File: config.mk
export PLATFORM = sky130hd
export DESIGN_NAME = pll_lock_sequencer
export DESIGN_NICKNAME = d
export VERILOG_FILES = /design/src/rtl/pll_lock_sequencer.sv
export SDC_FILE = /design/constraint.sdc
export NUM_CORES = 1
export LEC_CHECK = 0
export CORE_ASPECT_RATIO = 1.4
export CORE_MARGIN = 5
export CORE_UTILIZATION = 60
export CTS_CLUSTER_SIZE = 14
export DETAILED_ROUTE_END_ITERATION = 7
export PLACE_DENSITY = 0.87
export SLEW_MARGIN = 20
export SYNTH_ARGS = -nofsm -noshare
export SYNTH_HDL_FRONTEND = slang
export SYNTH_SLANG_ARGS = --single-unit
File: constraint.sdc
create_clock -name clk -period 5.3 [get_ports clk]
set_input_delay 0.53 -clock clk [delete_from_list [all_inputs] [get_ports clk]]
set_output_delay 0.53 -clock clk [all_outputs]
set_load 0.05 [all_outputs]
File: src/rtl/pll_lock_sequencer.sv
// PLL loop-filter acquisition sequencer: reset, coarse and fine acquisition, lock.
// Gates and scales charge-pump current, detects lock/unlock, timeouts and rail saturation.
module pll_lock_sequencer #(
    parameter int unsigned IW            = 19,
    parameter int unsigned VW            = 10,
    parameter int unsigned LOCK_THRESH   = 64,
    parameter int unsigned LOCK_COUNT    = 32,
    parameter int unsigned UNLOCK_COUNT  = 8,
    parameter int unsigned SETTLE_CYCLES = 16,
    parameter int unsigned ACQ_TIMEOUT   = 4096,
    parameter int unsigned RAIL_CYCLES   = 64,
    parameter int unsigned MAX_RETRY     = 3,
    parameter int unsigned FINE_SHIFT    = 2
) (
    input  logic                 clk,
    input  logic                 reset,
    input  logic                 enable,
    input  logic signed [IW-1:0] cp_current,
    input  logic [VW-1:0]        lf_voltage,
    output logic                 lf_reset,
    output logic signed [IW-1:0] lf_current,
    output logic                 locked,
    output logic                 fail,
    output logic [2:0]           state
);

    localparam int unsigned QW = $clog2(LOCK_COUNT + 1);
    localparam int unsigned LW = $clog2(UNLOCK_COUNT + 1);
    localparam int unsigned SW = $clog2(SETTLE_CYCLES + 1);
    localparam int unsigned TW = $clog2(ACQ_TIMEOUT + 1);
    localparam int unsigned RW = $clog2(RAIL_CYCLES + 1);
    localparam int unsigned YW = $clog2(MAX_RETRY + 1);

    typedef enum logic [2:0] {
        S_IDLE     = 3'd0,
        S_RESET_LF = 3'd1,
        S_COARSE   = 3'd2,
        S_FINE     = 3'd3,
        S_LOCKED   = 3'd4,
        S_FAIL     = 3'd5
    } state_t;

    state_t               r_state;
    state_t               w_state_nxt;
    logic [QW-1:0]        r_quiet;
    logic [QW-1:0]        w_quiet_nxt;
    logic [LW-1:0]        r_loud;
    logic [LW-1:0]        w_loud_nxt;
    logic [SW-1:0]        r_settle;
    logic [SW-1:0]        w_settle_nxt;
    logic [TW-1:0]        r_tmo;
    logic [TW-1:0]        w_tmo_nxt;
    logic [RW-1:0]        r_rail;
    logic [RW-1:0]        w_rail_nxt;
    logic [YW-1:0]        r_retry;
    logic [YW-1:0]        w_retry_nxt;
    logic                 r_lf_reset;
    logic signed [IW-1:0] r_lf_current;
    logic                 r_locked;
    logic                 r_fail;
    logic                 w_lf_reset_nxt;
    logic signed [IW-1:0] w_lf_current_nxt;
    logic                 w_locked_nxt;
    logic                 w_fail_nxt;
    logic                 w_abort;

    logic [IW-1:0]        w_mag;
    logic                 w_quiet;
    logic                 w_at_rail;
    logic signed [IW-1:0] w_cp_shr;
    logic [QW-1:0]        w_quiet_run;
    logic [LW-1:0]        w_loud_run;
    logic [SW-1:0]        w_settle_inc;
    logic [TW-1:0]        w_tmo_run;
    logic [RW-1:0]        w_rail_run;
    logic                 w_quiet_hit;
    logic                 w_unlock;
    logic                 w_tmo_hit;
    logic                 w_rail_hit;
    logic                 w_retry_ok;

    // Unsigned magnitude; the most-negative sample wraps to exactly 2^(IW-1).
    assign w_mag     = cp_current[IW-1] ? ($unsigned(~cp_current) + IW'(1)) : $unsigned(cp_current);
    assign w_quiet   = (w_mag <= IW'(LOCK_THRESH));
    assign w_at_rail = (lf_voltage == '0) || (lf_voltage == '1);
    assign w_cp_shr  = cp_current >>> FINE_SHIFT;

    // Run-length counters advance saturating; a miss clears the run.
    assign w_quiet_run  = !w_quiet ? '0 :
                          (r_quiet == QW'(LOCK_COUNT)) ? r_quiet : r_quiet + QW'(1);
    assign w_loud_run   = w_quiet ? '0 :
                          (r_loud == LW'(UNLOCK_COUNT)) ? r_loud : r_loud + LW'(1);
    assign w_rail_run   = !w_at_rail ? '0 :
                          (r_rail == RW'(RAIL_CYCLES)) ? r_rail : r_rail + RW'(1);
    assign w_tmo_run    = (r_tmo == TW'(ACQ_TIMEOUT)) ? r_tmo : r_tmo + TW'(1);
    assign w_settle_inc = (r_settle == SW'(SETTLE_CYCLES)) ? r_settle : r_settle + SW'(1);

    assign w_quiet_hit = (w_quiet_run == QW'(LOCK_COUNT));
    assign w_unlock    = (w_loud_run == LW'(UNLOCK_COUNT));
    assign w_tmo_hit   = (w_tmo_run == TW'(ACQ_TIMEOUT));
    assign w_rail_hit  = (w_rail_run == RW'(RAIL_CYCLES));
    assign w_retry_ok  = ((32'(r_retry) + 32'd1) < MAX_RETRY);

    always_ff @(posedge clk) begin
        if (reset) begin
            r_state      <= S_IDLE;
            r_quiet      <= '0;
            r_loud       <= '0;
            r_settle     <= '0;
            r_tmo        <= '0;
            r_rail       <= '0;
            r_retry      <= '0;
            r_lf_reset   <= 1'b1;
            r_lf_current <= '0;
            r_locked     <= 1'b0;
            r_fail       <= 1'b0;
        end else begin
            r_state      <= w_state_nxt;
            r_quiet      <= w_quiet_nxt;
            r_loud       <= w_loud_nxt;
            r_settle     <= w_settle_nxt;
            r_tmo        <= w_tmo_nxt;
            r_rail       <= w_rail_nxt;
            r_retry      <= w_retry_nxt;
            r_lf_reset   <= w_lf_reset_nxt;
            r_lf_current <= w_lf_current_nxt;
            r_locked     <= w_locked_nxt;
            r_fail       <= w_fail_nxt;
        end
    end

    always_comb begin
        w_state_nxt      = r_state;
        w_quiet_nxt      = r_quiet;
        w_loud_nxt       = '0;
        w_settle_nxt     = r_settle;
        w_tmo_nxt        = r_tmo;
        w_rail_nxt       = r_rail;
        w_retry_nxt      = r_retry;
        w_abort          = 1'b0;
        w_lf_reset_nxt   = 1'b1;
        w_lf_current_nxt = '0;
        w_locked_nxt     = 1'b0;
        w_fail_nxt       = 1'b0;

        case (r_state)
            S_IDLE: begin
                if (enable) begin
                    w_state_nxt = S_RESET_LF;
                end
            end
            S_RESET_LF: begin
                if (r_settle == SW'(SETTLE_CYCLES - 1)) begin
                    w_state_nxt = S_COARSE;
                end else begin
                    w_settle_nxt = w_settle_inc;
                end
            end
            S_COARSE, S_FINE: begin
                w_quiet_nxt = w_quiet_run;
                w_tmo_nxt   = w_tmo_run;
                w_rail_nxt  = w_rail_run;
                // Rail abort outranks lock progress, which outranks timeout.
                if (w_rail_hit) begin
                    w_abort = 1'b1;
                end else if (w_quiet_hit) begin
                    w_quiet_nxt = '0;
                    if (r_state == S_COARSE) begin
                        w_state_nxt = S_FINE;
                    end else begin
                        w_state_nxt = S_LOCKED;
                        w_retry_nxt = '0;
                    end
                end else if (w_tmo_hit) begin
                    w_abort = 1'b1;
                end
                if (w_abort) begin
                    if (w_retry_ok) begin
                        w_retry_nxt = r_retry + YW'(1);
                        w_state_nxt = S_RESET_LF;
                    end else begin
                        w_state_nxt = S_FAIL;
                    end
                end
            end
            S_LOCKED: begin
                w_loud_nxt = w_loud_run;
                // Loss of lock re-acquires without resetting the filter.
                if (w_unlock) begin
                    w_state_nxt = S_COARSE;
                    w_loud_nxt  = '0;
                    w_quiet_nxt = '0;
                    w_tmo_nxt   = '0;
                    w_rail_nxt  = '0;
                end
            end
            S_FAIL: begin
                w_state_nxt = S_FAIL;
            end
            default: begin
                w_state_nxt = S_IDLE;
            end
        endcase

        if ((w_state_nxt == S_RESET_LF) && (r_state != S_RESET_LF)) begin
            w_settle_nxt = '0;
            w_quiet_nxt  = '0;
            w_tmo_nxt    = '0;
            w_rail_nxt   = '0;
        end

        if (!enable) begin
            w_state_nxt  = S_IDLE;
            w_retry_nxt  = '0;
            w_settle_nxt = '0;
            w_quiet_nxt  = '0;
            w_loud_nxt   = '0;
            w_tmo_nxt    = '0;
            w_rail_nxt   = '0;
        end

        // Outputs registered from the state being entered so they align with it.
        case (w_state_nxt)
            S_COARSE: begin
                w_lf_reset_nxt   = 1'b0;
                w_lf_current_nxt = cp_current;
            end
            S_FINE: begin
                w_lf_reset_nxt   = 1'b0;
                w_lf_current_nxt = w_cp_shr;
            end
            S_LOCKED: begin
                w_lf_reset_nxt   = 1'b0;
                w_lf_current_nxt = w_cp_shr;
                w_locked_nxt     = 1'b1;
            end
            S_FAIL: begin
                w_fail_nxt = 1'b1;
            end
            default: begin
                w_lf_reset_nxt = 1'b1;
            end
        endcase
    end

    assign state      = r_state;
    assign lf_reset   = r_lf_reset;
    assign lf_current = r_lf_current;
    assign locked     = r_locked;
    assign fail       = r_fail;

endmodule

==> metrics.md <==
| Metric | Value |
|---|---|
| Final #Nets | `622` |
| Dominant cells by area after synthesis | `dfxtp_1, nand4_1, nand3_1` |
| Area growth, synth to finish | `19.55%` |
| Sequential-to-total area share from yosys stat | `~30%` |
| Setup crit start kind | `primary input` |
| WHS Endpoint | `r_tmo[12]$_SDFFE_PP0P_` |
| Initial Util | `between 60% and 70%` |
| Placement Setup Slack | `0.8894 ns` |
| Psw | `approximately 0.27 mW` |
| Ant. Diodes | `0` |
| CP Max Fanout | `31` |
| Minimum clock period | `about 4.2 ns` |
| Worst Path Arrival | `4.42 ns` |
| Routability cong. | `about 1` |
| Syn Area/Cell | `~7.8 sq um` |
| Hold path cells | `2` |
| Worst R2R Setup Slack | `approximately 1.5 ns` |
| Post-synth top flop | `dfxtp_1` |
| Fin. max-slew vios | `0` |
| RSZ-0062 raised after global routing | `false` |
| Ratio of total power to cell area | `208.2 mW/mm^2` |
| Worst-Margin Slew | `0.9314 ns` |
| Mapped Nets | `between 500 and 600` |
| Root Buffer | `clkbuf_8` |
| Peak supply drop | `approximately 0.13 mV` |
| Latest clock arrival within the worst-skew pair | `~0.35 ns` |
| Clock share of power | `44.7%` |
| GR Overflow Total | `0` |
| CTS clk-pin slew, worst paths | `approximately 0.08 ns` |
| DRC viols | `0` |
| Final period utilization | `78.80%` |
| Async S/R FF share, synth | `0%` |
| Via density | `a little under 7` |
| Row cnt | `36` |
| Number of synthesized register bits | `a little over 60` |
| Area leader, netlist | `dfxtp_1` |
| Share of the synthesized area in the top cell type | `roughly 30%` |
| Sequential share of power | `approximately 45%` |
| Synth cell count leaders | `dfxtp_1, nand3_1, nand4_1` |
| RR Endpoint | `r_settle[4]$_SDFFE_PP0P_` |
| Final instance area | `just over 0.005 sq mm` |
| Worst rel slew slack | `37.91%` |
| Area of the multi-input gates | `approximately 0.0027 sq mm` |
| Routed wire length | `roughly 13 mm` |
| Max Cap Viol | `0` |
| Crit Path Category | `in -> reg` |
| R2r startpoint | `r_tmo[0]$_SDFFE_PP0P_` |
| Part of the power in combinational logic | `a little over a tenth` |
| CORE AREA | `0.006892 sq mm` |
| Final Hold Fails | `0` |
| Skew final | `~0.015 ns` |
| Post-CTS setup repair buffer count | `0` |
| Io pins | `between 50 and 60` |
| CTS tree | `yes` |
| Endpoints failing setup | `0` |
| IO buf count | `56` |
| GRT Util Overall | `between 20% and 30%` |
| Hpwl dp | `~8.9 mm` |
| Cell variety after synth | `70` |
| Setup_tns | `0 ns` |
| CTS Buf Count | `9` |
| Top-count cell post-synth | `dfxtp_1` |
| Seq. cell area | `between 0.001 and 0.0015 sq mm` |
| Fmax | `239.4 MHz` |
| Static leakage | `between 1.5 and 2 nW` |
| Resized cells post-CTS | `0` |
| Min-delay worst type | `reg -> reg` |
| Remaining antenna violation count after routing | `0` |
| First-pass DRT Iterations | `5` |
| Die area | `~0.0088 sq mm` |
| Clock buffer depth | `2` |
| Switching share of total power | `between 20% and 30%` |
| Required @ worst endpoint | `between 5 and 6 ns` |
| CP endpoint kind | `register` |
| Number of global-route vias before repair | `4349` |
| HP Start | `r_tmo[12]$_SDFFE_PP0P_` |
| Mapped Area | `around 0.0042 sq mm` |
| Die Span Y | `about 110 um` |
| Die width | `80.75 um` |
| Number of fillers in the final layout | `544` |
| Initial antenna violation count | `0` |
| Largest net degree at the start of global routing | `34` |
| Status | `complete, no violations` |
| DR iter-0 viols | `around 380` |
| Routed vias | `around 4.6k` |
| Int Pwr | `between 0.7 and 0.8 mW` |
| CTS sink cnt | `62` |
| Share of post-route cells with drive strength above 1 | `under 10%` |
| YS warnings | `0` |
| Number of enable flip-flop cells after synthesis | `0` |
| Syn Inst Count | `538` |
| Register-to-Register Path Depth | `11` |
| Final worst slack | `1.123 ns` |
| Avg WL per Cell | `approximately 18 um` |
| # hold bufs at CTS | `0` |
| WHS | `0.5575 ns` |
| Placed Area | `between 0.004 and 0.005 sq mm` |
| First-pass GRT wire length | `around 20 mm` |
| H-tree Lvls | `3` |
==> power groups by stage <==
stage          combinational [mW]  sequential, mW  clock [mW]
5_1_grt                     0.117           0.467       0.489
3_3_place_gp                0.106           0.478           0
4_1_cts                     0.108           0.467       0.473
2_1_floorplan              0.0576           0.479           0
6_report                    0.111           0.467       0.468
3_5_place_dp                0.108           0.478           0
==> registers in the layout (all words and copies together) (netlist names) <==
register    count
fail            1
lf_current     19
lf_reset        1
locked          1
r_loud          4
r_quiet         6
r_rail          7
r_retry         2
r_settle        5
r_tmo          13
state           3
==> worst max path at each step <==
stage / startpoint / to / slack (ns) / depth (start not counted)
finish: cp_current[2] / r_settle[4]$_SDFFE_PP0P_ / 1.12 / 12
global route: cp_current[1] / r_settle[4]$_SDFFE_PP0P_ / 0.91 / 14
CTS: cp_current[1] / r_rail[4]$_SDFFE_PP0P_ / 1.24 / 14
detailed placement: cp_current[1] / r_rail[4]$_SDFFE_PP0P_ / 0.89 / 14
global placement: cp_current[1] / r_quiet[3]$_SDFFE_PP0P_ / 0.88 / 14
floorplan: cp_current[3] / r_rail[0]$_SDFFE_PP0P_ / 2.04 / 11
==> cells by family after synthesis <==
group | after synthesis | share of synthesized area [%]
simple gates | 247 | 32.86
compound gates | 131 | 23.66
buf+inv | 70 | 6.875
flops | 62 | 29.52
fa+ha+maj | 12 | 3.571
xor+xnor | 10 | 2.083
mux | 6 | 1.429
==> area by class of cell <==
cell class	instances	share of cell area (%)
clock inverter	7	1.967
clock buffer	9	2.465
sequential	62	24.70
timing repair buffer	67	12.80
inverter	32	2.390
multi-input combinational	406	53.32
tap	95	2.365
==> cell usage in the layout (no fill, tap or decap), types with 4 or more instances in the layout <==
| cell type | n |
|---|---|
| a211oi_1 | 11 |
| nand2b_1 | 8 |
| o211ai_1 | 13 |
| xnor2_1 | 7 |
| nor3_1 | 35 |
| and3_1 | 6 |
| nor3b_1 | 4 |
| dfxtp_1 | 62 |
| clkdlybuf4s50_1 | 56 |
| buf_4 | 11 |
| and2_1 | 4 |
| or3_1 | 6 |
| nor4_1 | 8 |
| inv_1 | 32 |
| o31ai_1 | 4 |
| nor2_1 | 38 |
| a22oi_1 | 6 |
| nand2_1 | 25 |
| nand3_1 | 43 |
| a21oi_1 | 20 |
| nand3b_1 | 5 |
| o21ai_0 | 27 |
| clkbuf_8 | 9 |
| or2_2 | 4 |
| mux2i_1 | 6 |
| nand4_1 | 39 |
| ha_1 | 12 |
| a31oi_1 | 7 |
| o21a_1 | 4 |
==> metal layers <==
layer | global-route usage [%] | vias up | part of all wire, %
met5 | 0 | - | 0
met4 | 18.36 | 0 | 5.6
met3 | 4.628 | 54 | 6.5
met2 | 53.20 | 262 | 52
met1 | 31.16 | 2140 | 36
li1 | - | 2120 | -
==> worst max-delay path: stages <==
cell and delay, ns:
clkdlybuf4s50_1 0.62, nor4_2 0.60, nand3_1 0.25, a2bb2oi_1 0.21, o2111ai_1 0.31, nor2_1 0.07
buf_4 0.18, a2111o_1 0.44, a31o_2 0.41, nor3b_4 0.21, buf_4 0.26, a2111oi_2 0.32
==> stage by stage <==
stage | cells | power (mW) | utilization, %
final | 678 | 1.047 | 72.93
after detailed placement | 662 | 0.5855 | 69.66
after global routing | 678 | 1.073 | 72.93
after global placement | 662 | 0.5840 | 69.66
after CTS | 678 | 1.048 | 72.89
after floorplan | 538 | 0.5367 | -
Power figures use the tool's default switching activity.
